===== src/rtl/ysyx_22050710_axil_slave_wrap.sv =====
// AXI4-Lite responder bridging to a synchronous-SRAM style memory port.
// Independent read and write FSMs; out-of-window accesses answer DECERR without touching memory.
module ysyx_22050710_axil_slave_wrap #(
    parameter int                    DATA_WIDTH = 64,
    parameter int                    ADDR_WIDTH = 32,
    parameter int                    STRB_WIDTH = DATA_WIDTH / 8,
    parameter logic [ADDR_WIDTH-1:0] ADDR_BASE  = 32'h8000_0000,
    parameter logic [ADDR_WIDTH-1:0] ADDR_SIZE  = 32'h0800_0000
) (
    input  logic                  i_aclk,
    input  logic                  i_arsetn,
    input  logic                  i_awvalid,
    output logic                  o_awready,
    input  logic [ADDR_WIDTH-1:0] i_awaddr,
    input  logic [2:0]            i_awprot,
    input  logic                  i_wvalid,
    output logic                  o_wready,
    input  logic [DATA_WIDTH-1:0] i_wdata,
    input  logic [STRB_WIDTH-1:0] i_wstrb,
    output logic                  o_bvalid,
    input  logic                  i_bready,
    output logic [1:0]            o_bresp,
    input  logic                  i_arvalid,
    output logic                  o_arready,
    input  logic [ADDR_WIDTH-1:0] i_araddr,
    input  logic [2:0]            i_arprot,
    output logic                  o_rvalid,
    input  logic                  i_rready,
    output logic [DATA_WIDTH-1:0] o_rdata,
    output logic [1:0]            o_rresp,
    output logic                  o_mem_ren,
    output logic [ADDR_WIDTH-1:0] o_mem_raddr,
    input  logic [DATA_WIDTH-1:0] i_mem_rdata,
    output logic                  o_mem_wen,
    output logic [ADDR_WIDTH-1:0] o_mem_waddr,
    output logic [DATA_WIDTH-1:0] o_mem_wdata,
    output logic [STRB_WIDTH-1:0] o_mem_wstrb
);

    localparam logic [1:0] RESP_OKAY   = 2'b00;
    localparam logic [1:0] RESP_DECERR = 2'b11;

    typedef enum logic [1:0] {R_IDLE, R_MEM, R_WAIT, R_RESP} r_state_t;
    typedef enum logic [1:0] {W_IDLE, W_MEM, W_RESP} w_state_t;

    // One bit of headroom so that neither the subtraction nor the compare can wrap.
    function automatic logic addr_in_range(input logic [ADDR_WIDTH-1:0] addr);
        logic [ADDR_WIDTH:0] a;
        logic [ADDR_WIDTH:0] base;
        logic [ADDR_WIDTH:0] off;
        a    = {1'b0, addr};
        base = {1'b0, ADDR_BASE};
        off  = a - base;
        return (a >= base) && (off < {1'b0, ADDR_SIZE});
    endfunction

    r_state_t              r_state_q, r_state_d;
    logic [ADDR_WIDTH-1:0] araddr_q, araddr_d;
    logic [DATA_WIDTH-1:0] rdata_q, rdata_d;
    logic [1:0]            rresp_q, rresp_d;

    w_state_t              w_state_q, w_state_d;
    logic                  aw_got_q, aw_got_d;
    logic                  w_got_q, w_got_d;
    logic                  aw_ok_q, aw_ok_d;
    logic [ADDR_WIDTH-1:0] awaddr_q, awaddr_d;
    logic [DATA_WIDTH-1:0] wdata_q, wdata_d;
    logic [STRB_WIDTH-1:0] wstrb_q, wstrb_d;
    logic [1:0]            bresp_q, bresp_d;

    logic aw_fire;
    logic w_fire;
    logic unused_prot;

    assign unused_prot = ^{i_awprot, i_arprot};

    always_comb begin
        r_state_d = r_state_q;
        araddr_d  = araddr_q;
        rdata_d   = rdata_q;
        rresp_d   = rresp_q;
        case (r_state_q)
            R_IDLE: begin
                if (i_arvalid) begin
                    araddr_d = i_araddr - ADDR_BASE;
                    if (addr_in_range(i_araddr)) begin
                        r_state_d = R_MEM;
                    end else begin
                        r_state_d = R_RESP;
                        rresp_d   = RESP_DECERR;
                        rdata_d   = '0;
                    end
                end
            end
            R_MEM:  r_state_d = R_WAIT;
            R_WAIT: begin
                rdata_d   = i_mem_rdata;
                rresp_d   = RESP_OKAY;
                r_state_d = R_RESP;
            end
            R_RESP: if (i_rready) r_state_d = R_IDLE;
            default: r_state_d = R_IDLE;
        endcase
    end

    // AW and W may arrive in either order; the pair completes on the later fire.
    always_comb begin
        w_state_d = w_state_q;
        aw_got_d  = aw_got_q;
        w_got_d   = w_got_q;
        aw_ok_d   = aw_ok_q;
        awaddr_d  = awaddr_q;
        wdata_d   = wdata_q;
        wstrb_d   = wstrb_q;
        bresp_d   = bresp_q;
        aw_fire   = 1'b0;
        w_fire    = 1'b0;
        case (w_state_q)
            W_IDLE: begin
                aw_fire = i_awvalid & ~aw_got_q;
                w_fire  = i_wvalid & ~w_got_q;
                if (aw_fire) begin
                    aw_got_d = 1'b1;
                    awaddr_d = i_awaddr - ADDR_BASE;
                    aw_ok_d  = addr_in_range(i_awaddr);
                end
                if (w_fire) begin
                    w_got_d = 1'b1;
                    wdata_d = i_wdata;
                    wstrb_d = i_wstrb;
                end
                if ((aw_got_q | aw_fire) && (w_got_q | w_fire)) begin
                    if (aw_ok_d) begin
                        w_state_d = W_MEM;
                    end else begin
                        w_state_d = W_RESP;
                        bresp_d   = RESP_DECERR;
                    end
                end
            end
            W_MEM: begin
                w_state_d = W_RESP;
                bresp_d   = RESP_OKAY;
            end
            W_RESP: begin
                if (i_bready) begin
                    w_state_d = W_IDLE;
                    aw_got_d  = 1'b0;
                    w_got_d   = 1'b0;
                end
            end
            default: w_state_d = W_IDLE;
        endcase
    end

    always_ff @(posedge i_aclk or negedge i_arsetn) begin
        if (!i_arsetn) begin
            r_state_q <= R_IDLE;
            rdata_q   <= '0;
            rresp_q   <= RESP_OKAY;
            w_state_q <= W_IDLE;
            aw_got_q  <= 1'b0;
            w_got_q   <= 1'b0;
            aw_ok_q   <= 1'b0;
            bresp_q   <= RESP_OKAY;
        end else begin
            r_state_q <= r_state_d;
            rdata_q   <= rdata_d;
            rresp_q   <= rresp_d;
            w_state_q <= w_state_d;
            aw_got_q  <= aw_got_d;
            w_got_q   <= w_got_d;
            aw_ok_q   <= aw_ok_d;
            bresp_q   <= bresp_d;
        end
    end

    // Payload registers are only consumed behind the control flags, so they need no reset.
    always_ff @(posedge i_aclk) begin
        araddr_q <= araddr_d;
        awaddr_q <= awaddr_d;
        wdata_q  <= wdata_d;
        wstrb_q  <= wstrb_d;
    end

    assign o_arready   = i_arsetn & (r_state_q == R_IDLE);
    assign o_rvalid    = i_arsetn & (r_state_q == R_RESP);
    assign o_rdata     = rdata_q;
    assign o_rresp     = rresp_q;
    assign o_mem_ren   = i_arsetn & (r_state_q == R_MEM);
    assign o_mem_raddr = araddr_q;

    assign o_awready   = i_arsetn & (w_state_q == W_IDLE) & ~aw_got_q;
    assign o_wready    = i_arsetn & (w_state_q == W_IDLE) & ~w_got_q;
    assign o_bvalid    = i_arsetn & (w_state_q == W_RESP);
    assign o_bresp     = bresp_q;
    assign o_mem_wen   = i_arsetn & (w_state_q == W_MEM);
    assign o_mem_waddr = awaddr_q;
    assign o_mem_wdata = wdata_q;
    assign o_mem_wstrb = wstrb_q;

endmodule


===== config.mk =====
export PLATFORM = sky130hd
export DESIGN_NAME = ysyx_22050710_axil_slave_wrap
export DESIGN_NICKNAME = d
export VERILOG_FILES = /design/src/rtl/ysyx_22050710_axil_slave_wrap.sv
export SDC_FILE = /design/constraint.sdc
export NUM_CORES = 1
export LEC_CHECK = 0
export BUFFER_PORTS_ARGS = -buffer_cell sky130_fd_sc_hd__buf_4
export CAP_MARGIN = 20
export CORE_AREA = 3 3 163 165
export CTS_CLUSTER_DIAMETER = 200
export DETAILED_ROUTE_END_ITERATION = 8
export DIE_AREA = 0 0 166 168
export PLACE_DENSITY = 0.58
export SLEW_MARGIN = 0
export SYNTH_ARGS = -nofsm -noshare
export SYNTH_HDL_FRONTEND = slang
export SYNTH_SLANG_ARGS = --single-unit

===== constraint.sdc =====
create_clock -name i_aclk -period 13.7 [get_ports i_aclk]
set_input_delay 2.055 -clock i_aclk [delete_from_list [all_inputs] [get_ports i_aclk]]
set_output_delay 2.055 -clock i_aclk [all_outputs]
set_load 0.02 [all_outputs]

Word level (Yosys, flattened, before mapping). Cells that the tools add are included.

Register bits: 211. Output and inout port bits: 211.

Bitwise logic cells: 14. Reduce and logical (&&, ||, !) cells: 17. Add/subtract/negate cells: 4. Equality and inequality tests: 13. $lt $le $gt $ge: 4. Mux-type cells: 24.

Operator list (count): 2-to-1 mux 64 bit (2); one-hot mux 64 bit (2 select lines) (1); less-than comparator 33 x 28 -> 1 bit (second input constant) (2); subtractor 32 x 32 -> 33 bit (second input constant) (2); greater-or-equal comparator 32 bit (second input constant) (2); subtractor 32 bit (second input constant) (2); 2-to-1 mux 2 bit (10); != test 2 bit (second input constant) (8); AND reduction 3 bit (4); AND 1 bit (10); AND reduction 2 bit (5); one-hot mux 2 bit (2 select lines) (2); one-hot mux 2 bit (4 select lines) (1); equality test 2 bit (second input constant) (3); one-hot mux 2 bit (3 select lines) (1); nonzero test 2 bit (3); 2-to-1 mux 1 bit (5); equality test 2 x 1 -> 1 bit (second input constant) (2); logical NOT 2 bit (2); one-hot mux 1 bit (2 select lines) (2); logical AND 1 bit (3); NOT 1 bit (2); OR 1 bit (2).

Logic depth before layout (Yosys ltp). Gate-level depths: netlist of the first run.

Depth after elaboration: 8. Depth in mapped cells: 8. Mapped depth without buffers: 5.

Least setup slack after synthesis of the first run. No wires, ideal clock.

Kind: input -> register. From: in i_wvalid. To: reg wdata_q[0] (netlist: o_mem_wdata[0]), enable pin. Path buffers: 0. Slack: 3.655 ns. Data arrival time: 9.340 ns. Stages on the path: 1. Path through: nor4b_1.

Longest elaborated chain between the ends: 2.

RTL lines: start: declaration (RTL line 16) `input logic i_wvalid,`; AND 1 bit (RTL line 121) `w_fire = i_wvalid & ~w_got_q;`; AND reduction 2 bit (no line); end signal: assignment (RTL line 182) `wdata_q <= wdata_d;`; end: declaration (RTL line 67) `logic [DATA_WIDTH-1:0] wdata_q, wdata_d;`.

No other way between the ends. A chain may end at the register's enable or synchronous reset.

Worst setup path in the final report of the first run.
From: in i_arsetn. To: out o_rvalid.

Longest elaborated chain between the ends: 1.

RTL lines: start: declaration (RTL line 11) `input logic i_arsetn,`; AND 1 bit (RTL line 187) `assign o_rvalid = i_arsetn & (r_state_q == R_RESP);`; end: declaration (RTL line 27) `output logic o_rvalid,`.

No other way between the ends.

==> PnR_summary.wiki, run 1 <==
{| class="wikitable"
! Metric !! Value
|-
| Hold violation total from the final report || 0
|-
| Synth warn || 0
|-
| Count of flip-flops with a built-in enable after synthesis || roughly 140
|-
| Initial cell density of the core || 0.3229
|-
| H-tree depth reported by CTS || 1
|-
| Clock input transition at the sequential cells of the worst setup and hold paths || 60 ps
|-
| Number of antenna-violating nets in the routed design || 0
|-
| Final setup violation count || 0
|-
| Maximum root-to-sink buffer count || 3
|-
| Power Total || 2643 µW
|-
| Post-route setup TNS || 0 ps
|-
| Count of antenna diodes in the layout || 0
|-
| Maximum number of pins on one net before global-route repair || 73
|-
| Critical Path RT || 11640 ps
|-
| Synthesized area per cell || 16.33 µm²
|-
| Setup repair after global routing missed its margin || no
|-
| Cell count after synthesis || 498
|-
| Power density cells || roughly 220 nW/µm²
|-
| Cells resized by post-CTS repair || 0
|-
| Leakage power || 0.005362 µW
|-
| Average detailed-routed wire length per instance || approximately 22 µm
|-
| TritonCTS Sinks || about 210
|-
| Post-synthesis sequential area ratio || 0.7269
|-
| Total Die Area || 27890 µm²
|-
| Most instantiated flip-flop cell in the synthesis netlist || sky130_fd_sc_hd__edfxtp_1
|-
| TritonRoute pass-1 iters || 4
|-
| Number of clock buffers inserted by TritonCTS || 23
|-
| Share of flip-flops with an asynchronous set or reset || 0.3493
|-
| Root buffer selected by CTS || sky130_fd_sc_hd__clkbuf_16
|-
| Count of state elements after synthesis || 209
|-
| CP max FO || 47
|-
| Estimated wirelength of the detail-placed design || 19.88 mm
|-
| Synthesized netlist net count || 716
|-
| Source-to-sink clock delay at the later pin of the worst-skew pair || 510 ps
|-
| GRT overflow || 0
|-
| Post-layout nets || about 1.1k
|-
| Portion of synthesized cell area occupied by the leading cell type || 0.5022
|-
| Worst hold slack after final layout || 540.0 ps
|-
| Type of destination of the critical path || output port
|-
| DIE WIDTH || 166 µm
|-
| Data arrival, critical path || 3420 ps
|-
| Global-route total usage across every layer || 0.1832
|-
| Number of hold buffers added after CTS || 0
|-
| Startpoint type of the worst setup path || input pin
|-
| # rows || 58
|-
| Post-Route WL || between 20 and 30 mm
|-
| Remaining design rule violation count || 0
|-
| Die Height || about 170 µm
|-
| Area growth from synthesis to layout || 50.76%
|-
| Post-synth cell types || 36
|-
| Final-report max-slew violation count || 0
|-
| RePlAce Congestion || about 0.86
|-
| Floorplan core area || 25180 µm²
|-
| Startpoint-to-endpoint class of the critical path || in2out
|-
| Cell area after technology mapping || 8132 µm²
|-
| Antenna violations before repair || 0
|-
| IO Pins || approximately 420
|-
| Largest area contributor in the netlist || sky130_fd_sc_hd__edfxtp_1
|-
| Number of global-route vias before repair || 5997
|-
| Minimum clock period || 5472 ps
|-
| Port bufs || 417
|-
| Top cells by instance count after synthesis || 136 x sky130_fd_sc_hd__edfxtp_1, 74 x sky130_fd_sc_hd__nor2_1, 73 x sky130_fd_sc_hd__dfrtp_1
|-
| Post-detailed-route via-to-cell ratio || 4.773
|-
| Leading cell types by total area after synthesis || sky130_fd_sc_hd__edfxtp_1 50%, sky130_fd_sc_hd__dfrtp_1 22%, sky130_fd_sc_hd__a221o_2 8.2%
|-
| Max Clock Freq || 182.8 MHz
|-
| Worst min path class || reg2reg
|-
| Status || completed
|-
| Vias || approximately 6.0k
|-
| Detailed Route Iter0 Violations || 337
|-
| Largest voltage drop on the vdd net || between 90 and 100 µV
|-
| # Max-Cap Violations || 0
|-
| Global-route wire length before repair || around 40 mm
|-
| Period utilisation layout || 0.3994
|-
| Share of layout cells above drive strength 1 || 0.5595
|-
| Worst slew margin relative to its limit || 0.3328
|-
| Number of fillers in the final layout || 2252
|-
| Transition time of the tightest slew-check pin || between 1000 and 1500 ps
|-
| Clock skew || between 15 and 20 ps
|-
| Most frequent cell after synthesis || sky130_fd_sc_hd__edfxtp_1
|-
| Setup bufs post-CTS || 0
|-
| CTS tree || yes
|}
==> per-layer routing <==
| metal | GRT usage | vias to the layer above | part of all wire |
|---|---|---|---|
| met5 | 0 | - | 0 |
| li1 | - | 2762 | - |
| met1 | 0.2082 | 2974 | 0.36 |
| met4 | 0.04195 | 0 | 0.019 |
| met2 | 0.3279 | 265 | 0.52 |
| met3 | 0.07067 | 27 | 0.096 |
==> cells in the final DEF (no fill, tap or decap), types with 2 or more instances in the layout <==
cell type	count
sky130_fd_sc_hd__clkinvlp_4	2
sky130_fd_sc_hd__and2_1	5
sky130_fd_sc_hd__a21oi_1	4
sky130_fd_sc_hd__mux2i_1	65
sky130_fd_sc_hd__clkinv_1	5
sky130_fd_sc_hd__clkbuf_16	23
sky130_fd_sc_hd__nor3b_1	2
sky130_fd_sc_hd__clkinv_2	2
sky130_fd_sc_hd__dfrtp_1	73
sky130_fd_sc_hd__a221o_2	59
sky130_fd_sc_hd__a221o_1	5
sky130_fd_sc_hd__o21ai_0	5
sky130_fd_sc_hd__buf_4	425
sky130_fd_sc_hd__inv_1	7
sky130_fd_sc_hd__nand2b_1	3
sky130_fd_sc_hd__clkbuf_1	8
sky130_fd_sc_hd__nor2_1	74
sky130_fd_sc_hd__edfxtp_1	136
sky130_fd_sc_hd__nand2_1	3
sky130_fd_sc_hd__nor2b_1	2
sky130_fd_sc_hd__ha_1	3
==> state kept, by name (all words and copies together) (netlist names) <==
signal	count
o_mem_wdata	64
o_rdata	64
o_mem_raddr	32
o_mem_waddr	32
o_mem_wstrb	8
r_state_q	2
w_state_q	2
aw_got_q	1
aw_ok_q	1
o_bresp	1
o_rresp	1
w_got_q	1
==> cells by family (layout without fill, tap and decap cells) <==
family / after synthesis / count (layout) / share of synthesized area
buffers and inverters: 39 / 474 / 0.02662
AOI/OAI and AO/OA: 82 / 82 / 0.1049
DFF: 209 / 209 / 0.7269
adders and majority gates: 5 / 5 / 0.007693
and+or+nand+nor: 97 / 97 / 0.05247
muxes: 66 / 66 / 0.08140
==> final cells by class <==
cell class / count / area [µm²] / area share
Clock inverter: 11 / 82.58 / 0.006736
Tap cell: 330 / 412.9 / 0.03368
Inverter: 7 / 26.28 / 0.002143
Clock buffer: 31 / 605.6 / 0.04940
Sequential cell: 209 / 5911 / 0.4821
Multi-Input combinational cell: 250 / 2031 / 0.1656
Timing Repair Buffer: 425 / 3191 / 0.2603
==> final timing paths <==
path / start / end / slack, ps / cells past startpoint
max: i_arsetn / o_rvalid / 8230 / 4
min: o_rdata[11] / o_rdata[11] / 540 / 1
max reg2reg: r_state_q[0] / o_rdata[58] / 10780 / 7
min reg2reg: o_rdata[11] / o_rdata[11] / 540 / 1
max in group asynchronous: i_arsetn / o_rdata[22] / 11240 / 2
min in group asynchronous: i_arsetn / o_rdata[61] / 1490 / 1
==> per-stage QoR <==
step                cell area (µm²)  std cells  setup slack [ps]  utilization
finish                        12260       1263              8228       0.4868
global route                  12260       1263              7972       0.4868
CTS                           12260       1263              8125       0.4868
global placement              11570       1221              8136       0.4595
detailed placement            11570       1221              8123       0.4595
floorplan                      8132        498              3655            -
==> critical path, cell delays in order <==
cell	delay [ps]
sky130_fd_sc_hd__buf_4	360
sky130_fd_sc_hd__buf_4	590
sky130_fd_sc_hd__and2_1	220
sky130_fd_sc_hd__buf_4	140
==> power by group <==
part           leakage (µW)  internal (µW)  switching [µW]
sequential          0.00211            861             113
combinational       0.00292            506             587
clock              0.000327            329             246
total               0.00536           1700             947
(Power assumes the default switching activity.)
==> run 2, diff against run 1 <==
--- a/config.mk
+++ b/config.mk
@@ -5,13 +5,14 @@
 export SDC_FILE = /design/constraint.sdc
 export NUM_CORES = 1
 export LEC_CHECK = 0
+export ABC_AREA = 1
 export BUFFER_PORTS_ARGS = -buffer_cell sky130_fd_sc_hd__buf_4
 export CAP_MARGIN = 20
-export CORE_AREA = 3 3 163 165
+export CORE_AREA = 3 3 166 168
 export CTS_CLUSTER_DIAMETER = 200
 export DETAILED_ROUTE_END_ITERATION = 8
-export DIE_AREA = 0 0 166 168
-export PLACE_DENSITY = 0.58
+export DIE_AREA = 0 0 169 171
+export PLACE_DENSITY = 0.57
 export SLEW_MARGIN = 0
 export SYNTH_ARGS = -nofsm -noshare
 export SYNTH_HDL_FRONTEND = slang
==> constraint.sdc (replaced) <==
create_clock -name i_aclk -period 4.86 [get_ports i_aclk]
set_input_delay 0.729 -clock i_aclk [delete_from_list [all_inputs] [get_ports i_aclk]]
set_output_delay 0.729 -clock i_aclk [all_outputs]
set_load 0.02 [all_outputs]
==> PnR_summary.wiki, run 2 <==
{| class="wikitable"
! Metric !! Value
|-
| Status || completed
|-
| Leading cell types by total area after synthesis || sky130_fd_sc_hd__edfxtp_1 53%, sky130_fd_sc_hd__dfrtp_1 24%, sky130_fd_sc_hd__nand2_1 11%
|-
| Post-synth cell types || 19
|-
| Maximum root-to-sink buffer count || 3
|-
| Largest area contributor in the netlist || sky130_fd_sc_hd__edfxtp_1
|-
| Cells resized by post-CTS repair || 0
|-
| # rows || 59
|-
| CP max FO || 66
|-
| Initial cell density of the core || 0.2971
|-
| Cell area after technology mapping || 7742 µm²
|-
| Worst min path class || in2async
|-
| Remaining design rule violation count || 0
|-
| Post-route non-filler standard cell count || 1419
|-
| Global-route wire length before repair || 35.82 mm
|-
| Most frequent cell after synthesis || sky130_fd_sc_hd__nand2_1
|-
| Area taken by flip-flops and latches || 5911 µm²
|-
| Period utilisation layout || 0.5674
|-
| Commonest non-fill, non-tap cell in the layout || sky130_fd_sc_hd__buf_4
|-
| CTS tree || yes
|-
| Count of state elements after synthesis || 209
|-
| IO Pins || 424
|-
| Vias || between 6k and 7k
|-
| Transition time of the tightest slew-check pin || 873.6 ps
|-
| Global-route total usage across every layer || 0.1606
|-
| Data arrival, critical path || around 3200 ps
|-
| Setup repair after global routing missed its margin || no
|-
| Critical Path RT || 5260 ps
|-
| Count of antenna diodes in the layout || 0
|-
| # Max-Cap Violations || 0
|-
| Internal Pwr Total || 4403 µW
|-
| Number of instances in the placed design || 1375
|-
| Post-layout nets || 1284
|-
| DIE WIDTH || 169 µm
|-
| Estimated wirelength of the detail-placed design || 18.33 mm
|-
| Synthesized netlist net count || 861
|-
| Average detailed-routed wire length per instance || 17.73 µm
|-
| Commonest non-fill, non-tap cells in the layout || 426 x sky130_fd_sc_hd__buf_4, 216 x sky130_fd_sc_hd__nand2_1, 136 x sky130_fd_sc_hd__edfxtp_1
|-
| Max Clock Freq || ~360 MHz
|-
| Post-route setup TNS || 0 ps
|-
| Most instantiated flip-flop cell in the synthesis netlist || sky130_fd_sc_hd__edfxtp_1
|-
| Type of destination of the critical path || register
|-
| Number of antenna-violating nets in the routed design || 0
|-
| Minimum clock period || 2758 ps
|-
| Clock input transition at the sequential cells of the worst setup and hold paths || 60 ps
|-
| Final worst slack || 2102 ps
|-
| Number of global-route vias before repair || 5958
|-
| Die Height || 171 µm
|-
| Clock skew || 14.80 ps
|-
| Number of clock buffers inserted by TritonCTS || 24
|-
| Startpoint-to-endpoint class of the critical path || reg2reg
|-
| Power share of the clock group || 0.247
|-
| Share of layout cells above drive strength 1 || 0.4280
|-
| TritonCTS Sinks || between 200 and 250
|-
| TritonRoute pass-1 iters || 4
|-
| Detailed Route Iter0 Violations || ~320
|-
| Number of fillers in the final layout || 2454
|-
| Post-synthesis sequential area ratio || 0.7634
|-
| Synth warn || 0
|-
| Hold violation total from the final report || 0
|-
| Gate power share || 0.374
|-
| Total net switching power || 2592 µW
|-
| Leakage power || 0.006139 µW
|-
| Final-report max-slew violation count || 0
|-
| Worst slew margin relative to its limit || 0.4162
|-
| Power Total || 6995 µW
|-
| Port bufs || ~420
|-
| Synthesized area per cell || 12.04 µm²
|-
| Number of hold buffers added after CTS || 0
|-
| Proportion of total power due to net switching || 0.3705
|-
| Portion of synthesized cell area occupied by the leading cell type || 0.5275
|-
| Final setup violation count || 0
|-
| Area taken by multi-input logic gates || 1369 µm²
|-
| GRT overflow || 0
|-
| Post-detailed-route via-to-cell ratio || 4.300
|-
| Power density cells || 583.9 nW/µm²
|-
| Total Die Area || a little under 30000 µm²
|-
| Count of flip-flops with a built-in enable after synthesis || 136
|-
| Post-Route WL || 25.15 mm
|-
| Floorplan core area || about 26000 µm²
|-
| H-tree depth reported by CTS || 1
|-
| Post-Place Setup Slack || 1995 ps
|-
| Largest voltage drop on the vdd net || 291.8 µV
|-
| Cell count after synthesis || 643
|-
| Startpoint type of the worst setup path || register
|-
| Antenna violations before repair || 0
|-
| Root buffer selected by CTS || sky130_fd_sc_hd__clkbuf_16
|-
| Share of flip-flops with an asynchronous set or reset || 0.3493
|-
| Area growth from synthesis to layout || 54.73%
|-
| RePlAce Congestion || between 0.7 and 0.8
|-
| Maximum number of pins on one net before global-route repair || 67
|-
| Sequential fraction of design power || 0.379
|-
| Source-to-sink clock delay at the later pin of the worst-skew pair || 520 ps
|-
| Setup bufs post-CTS || 0
|-
| Top cells by instance count after synthesis || 217 x sky130_fd_sc_hd__nand2_1, 136 x sky130_fd_sc_hd__edfxtp_1, 87 x sky130_fd_sc_hd__inv_1
|}
==> run 2: layer usage <==
layer | routed length [µm] | GRT usage
met4 | 1071 | 0.06387
met1 | 9119 | 0.1810
met3 | 2369 | 0.05360
met2 | 12590 | 0.2823
met5 | 0 | 0
==> run 2: cell type report <==
class,count,area share
repair buffers,426,0.2669
clock buffers,35,0.05692
well taps,335,0.03499
multi-input cells,318,0.1143
clock inverters,9,0.006266
inverters,87,0.02726
flip-flops and latches,209,0.4934
==> run 2: worst max-delay path: stages, from the launching register on <==
cell,delay (ps)
sky130_fd_sc_hd__dfrtp_1,410
sky130_fd_sc_hd__inv_1,120
sky130_fd_sc_hd__ha_1,210
sky130_fd_sc_hd__inv_1,80
sky130_fd_sc_hd__nand2_2,50
sky130_fd_sc_hd__buf_4,570
sky130_fd_sc_hd__nand2_2,550
sky130_fd_sc_hd__buf_4,450
sky130_fd_sc_hd__nand2_1,110
sky130_fd_sc_hd__nand2_1,60
==> run 2: power by group through the flow <==
stage / Combinational (µW) / Sequential (µW) / Clock [µW]
3_5_place_dp: 2680 / 2680 / 0
4_1_cts: 2680 / 2650 / 1800
5_1_grt: 2850 / 2700 / 1860
2_1_floorplan: 929 / 3230 / 0
3_3_place_gp: 2660 / 2670 / 0
6_report: 2620 / 2650 / 1730
==> run 2: path summary, 6_finish.rpt <==
check / slack, ps / start / depth (start not counted) / end
max: 2100 / r_state_q[0] / 9 / o_rdata[13]
min: 220 / i_arsetn / 1 / o_rdata[1]
max reg2reg: 2100 / r_state_q[0] / 9 / o_rdata[13]
min reg2reg: 490 / aw_ok_q / 2 / aw_ok_q
max in group asynchronous: 3710 / i_arsetn / 2 / o_rdata[54]
min in group i_aclk: 380 / i_wdata[41] / 1 / o_mem_wdata[41]
==> run 2: kinds of logic (layout without fill, tap and decap cells) <==
logic type | after synthesis | in the layout | share of synthesized area
AND/OR/NAND/NOR | 306 | 306 | 0.1603
flip-flops | 209 | 209 | 0.7634
buffers and inverters | 116 | 557 | 0.06270
AO/OA/AOI/OAI | 7 | 7 | 0.005494
adder cells (fa/ha/maj) | 5 | 5 | 0.008080
==> run 2: through the flow <==
stage / hold WS [ps] / area, µm² / util
floorplan: 433.4 / 7742 / -
global placement: 470.8 / 11220 / 0.4307
detailed placement: 478.2 / 11220 / 0.4307
CTS: 235.6 / 11980 / 0.4597
global route: 259.9 / 11980 / 0.4597
finish: 223.1 / 11980 / 0.4597
==> run 3, diff against run 2 <==
==> constraint.sdc (replaced) <==
create_clock -name i_aclk -period 2.5 [get_ports i_aclk]
set_input_delay 0.375 -clock i_aclk [delete_from_list [all_inputs] [get_ports i_aclk]]
set_output_delay 0.375 -clock i_aclk [all_outputs]
set_load 0.02 [all_outputs]
==> PnR_summary.wiki, run 3 (same netlist as run 2, synthesis figures left out) <==
{| class="wikitable"
! Metric !! Value
|-
| Max Clock Freq || 473.5 MHz
|-
| Data arrival, critical path || 1740 ps
|-
| Global-route wire length before repair || roughly 36 mm
|-
| Share of layout cells above drive strength 1 || 0.4314
|-
| Source-to-sink clock delay at the later pin of the worst-skew pair || 500 ps
|-
| Average detailed-routed wire length per instance || 17.80 µm
|-
| Number of instances in the placed design || 1384
|-
| Largest voltage drop on the vdd net || 558.8 µV
|-
| Post-route setup TNS || 0 ps
|-
| Post-Route WL || 25.44 mm
|-
| Clock skew || 8.658 ps
|-
| Transition time of the tightest slew-check pin || between 700 and 800 ps
|-
| Internal Pwr Total || around 8600 µW
|-
| Proportion of total power due to net switching || 0.3710
|-
| Leakage power || 0.006180 µW
|-
| Area taken by flip-flops and latches || 5911 µm²
|-
| # rows || 59
|-
| Logic depth of the worst register-to-register path || 8
|-
| CTS tree || yes
|-
| Power density cells || approximately 1100 nW/µm²
|-
| Remaining design rule violation count || 0
|-
| Count of antenna diodes in the layout || 0
|-
| Detailed Route Iter0 Violations || 248
|-
| Total Die Area || 28900 µm²
|-
| Number of antenna-violating nets in the routed design || 0
|-
| GRT overflow || 0
|-
| # Max-Cap Violations || 0
|-
| Number of clock buffers inserted by TritonCTS || 25
|-
| Area growth from synthesis to layout || 55.66%
|-
| Minimum clock period || 2112 ps
|-
| Clock input transition at the sequential cells of the worst setup and hold paths || around 60 ps
|-
| Period utilisation layout || 0.8447
|-
| Min-Delay Path Depth || 1
|-
| Initial cell density of the core || 0.2971
|-
| Post-route non-filler standard cell count || between 1k and 1.5k
|-
| Hold violation total from the final report || 0
|-
| Post-place instance area || roughly 11000 µm²
|-
| Gate power share || 0.382
|-
| Area taken by multi-input logic gates || ~1400 µm²
|-
| Startpoint type of the worst setup path || input pin
|-
| Worst min path class || in2reg
|-
| TritonRoute pass-1 iters || 4
|-
| Power share of the clock group || 0.238
|-
| Sequential fraction of design power || 0.380
|-
| Final-report max-slew violation count || 0
|-
| Number of fillers in the final layout || between 2k and 2.5k
|-
| Global-route total usage across every layer || 0.1631
|-
| Final setup violation count || 0
|-
| FF-to-FF setup slack || 700 ps
|-
| Cells resized by post-CTS repair || 0
|-
| Type of destination of the critical path || output port
|-
| Post-detailed-route via-to-cell ratio || 4.312
|-
| Die Height || 171 µm
|-
| Maximum root-to-sink buffer count || 3
|-
| Estimated wirelength of the detail-placed design || 19.04 mm
|-
| Critical Path RT || 2120 ps
|-
| Design Area, Final || between 10000 and 15000 µm²
|-
| CP max FO || 18
|-
| Setup repair after global routing missed its margin || no
|-
| Maximum number of pins on one net before global-route repair || 67
|-
| Antenna violations before repair || 0
|-
| Worst slew margin relative to its limit || 0.4682
|-
| Floorplan core area || 26060 µm²
|-
| Root buffer selected by CTS || sky130_fd_sc_hd__clkbuf_16
|-
| Post-layout nets || 1295
|-
| Vias || 6162
|-
| Commonest non-fill, non-tap cells in the layout || 433 x sky130_fd_sc_hd__buf_4, 216 x sky130_fd_sc_hd__nand2_1, 136 x sky130_fd_sc_hd__edfxtp_1
|-
| Number of hold buffers added after CTS || 1
|-
| RePlAce Congestion || between 0.8 and 0.9
|-
| Setup bufs post-CTS || 0
|-
| Total net switching power || 5046 µW
|-
| H-tree depth reported by CTS || 1
|-
| TritonCTS Sinks || 209
|-
| Commonest non-fill, non-tap cell in the layout || sky130_fd_sc_hd__buf_4
|-
| Status || completed
|-
| Port bufs || 417
|-
| Startpoint-to-endpoint class of the critical path || in2out
|-
| DIE WIDTH || 169 µm
|-
| Number of global-route vias before repair || 6045
|-
| IO Pins || 424
|}
## run 3: path summary, 6_finish.rpt
kind / to / startpoint
max: o_awready / i_arsetn
min: o_mem_waddr[0] / i_awaddr[0]
max reg2reg: o_rdata[7] / r_state_q[0]
min reg2reg: aw_ok_q / aw_ok_q
max in group asynchronous: o_rdata[19] / i_arsetn
min in group asynchronous: r_state_q[0] / i_arsetn
## run 3: layer usage
| metal | routed length (µm) | global-route usage | vias to the layer above |
|---|---|---|---|
| li1 | - | - | 2933 |
| met1 | 9312 | 0.1839 | 2927 |
| met2 | 13380 | 0.3054 | 270 |
| met3 | 2212 | 0.04713 | 32 |
| met4 | 541 | 0.03776 | 0 |
| met5 | 0 | 0 | - |
## run 3: power groups by stage
stage                     clock (µW)  sequential [µW]  combinational (µW)
final                           3240             5160                5190
after global routing            3510             5270                5660
after CTS                       3370             5170                5300
after detailed placement           0             5220                5300
after global placement             0             5200                5260
after floorplan                    0             6250                1810
## run 3: layout make-up
type / instances / area share
inverter: 87 / 0.02710
sequential: 209 / 0.4904
multi-input combinational: 318 / 0.1136
clock buffer: 36 / 0.05700
tap: 335 / 0.03478
clock inverter: 8 / 0.003218
timing repair buffer: 436 / 0.2739
## run 3: through the flow
step	hold WS [ps]	utilization	power [µW]	setup slack (ps)
after floorplan	79.41	-	8061	65.52
after global placement	285.5	0.4342	10460	670.0
after detailed placement	281.3	0.4342	10520	681.5
after CTS	10.85	0.4625	13850	347.2
after global routing	8.334	0.4625	14450	227.9
final	43.76	0.4625	13600	388.1
## run 3: worst max-delay path, cell delays in order
cell and delay (ps):
sky130_fd_sc_hd__dlygate4sd3_1 530, sky130_fd_sc_hd__buf_4 270, sky130_fd_sc_hd__inv_1 140, sky130_fd_sc_hd__nor3_1 210
sky130_fd_sc_hd__buf_4 190
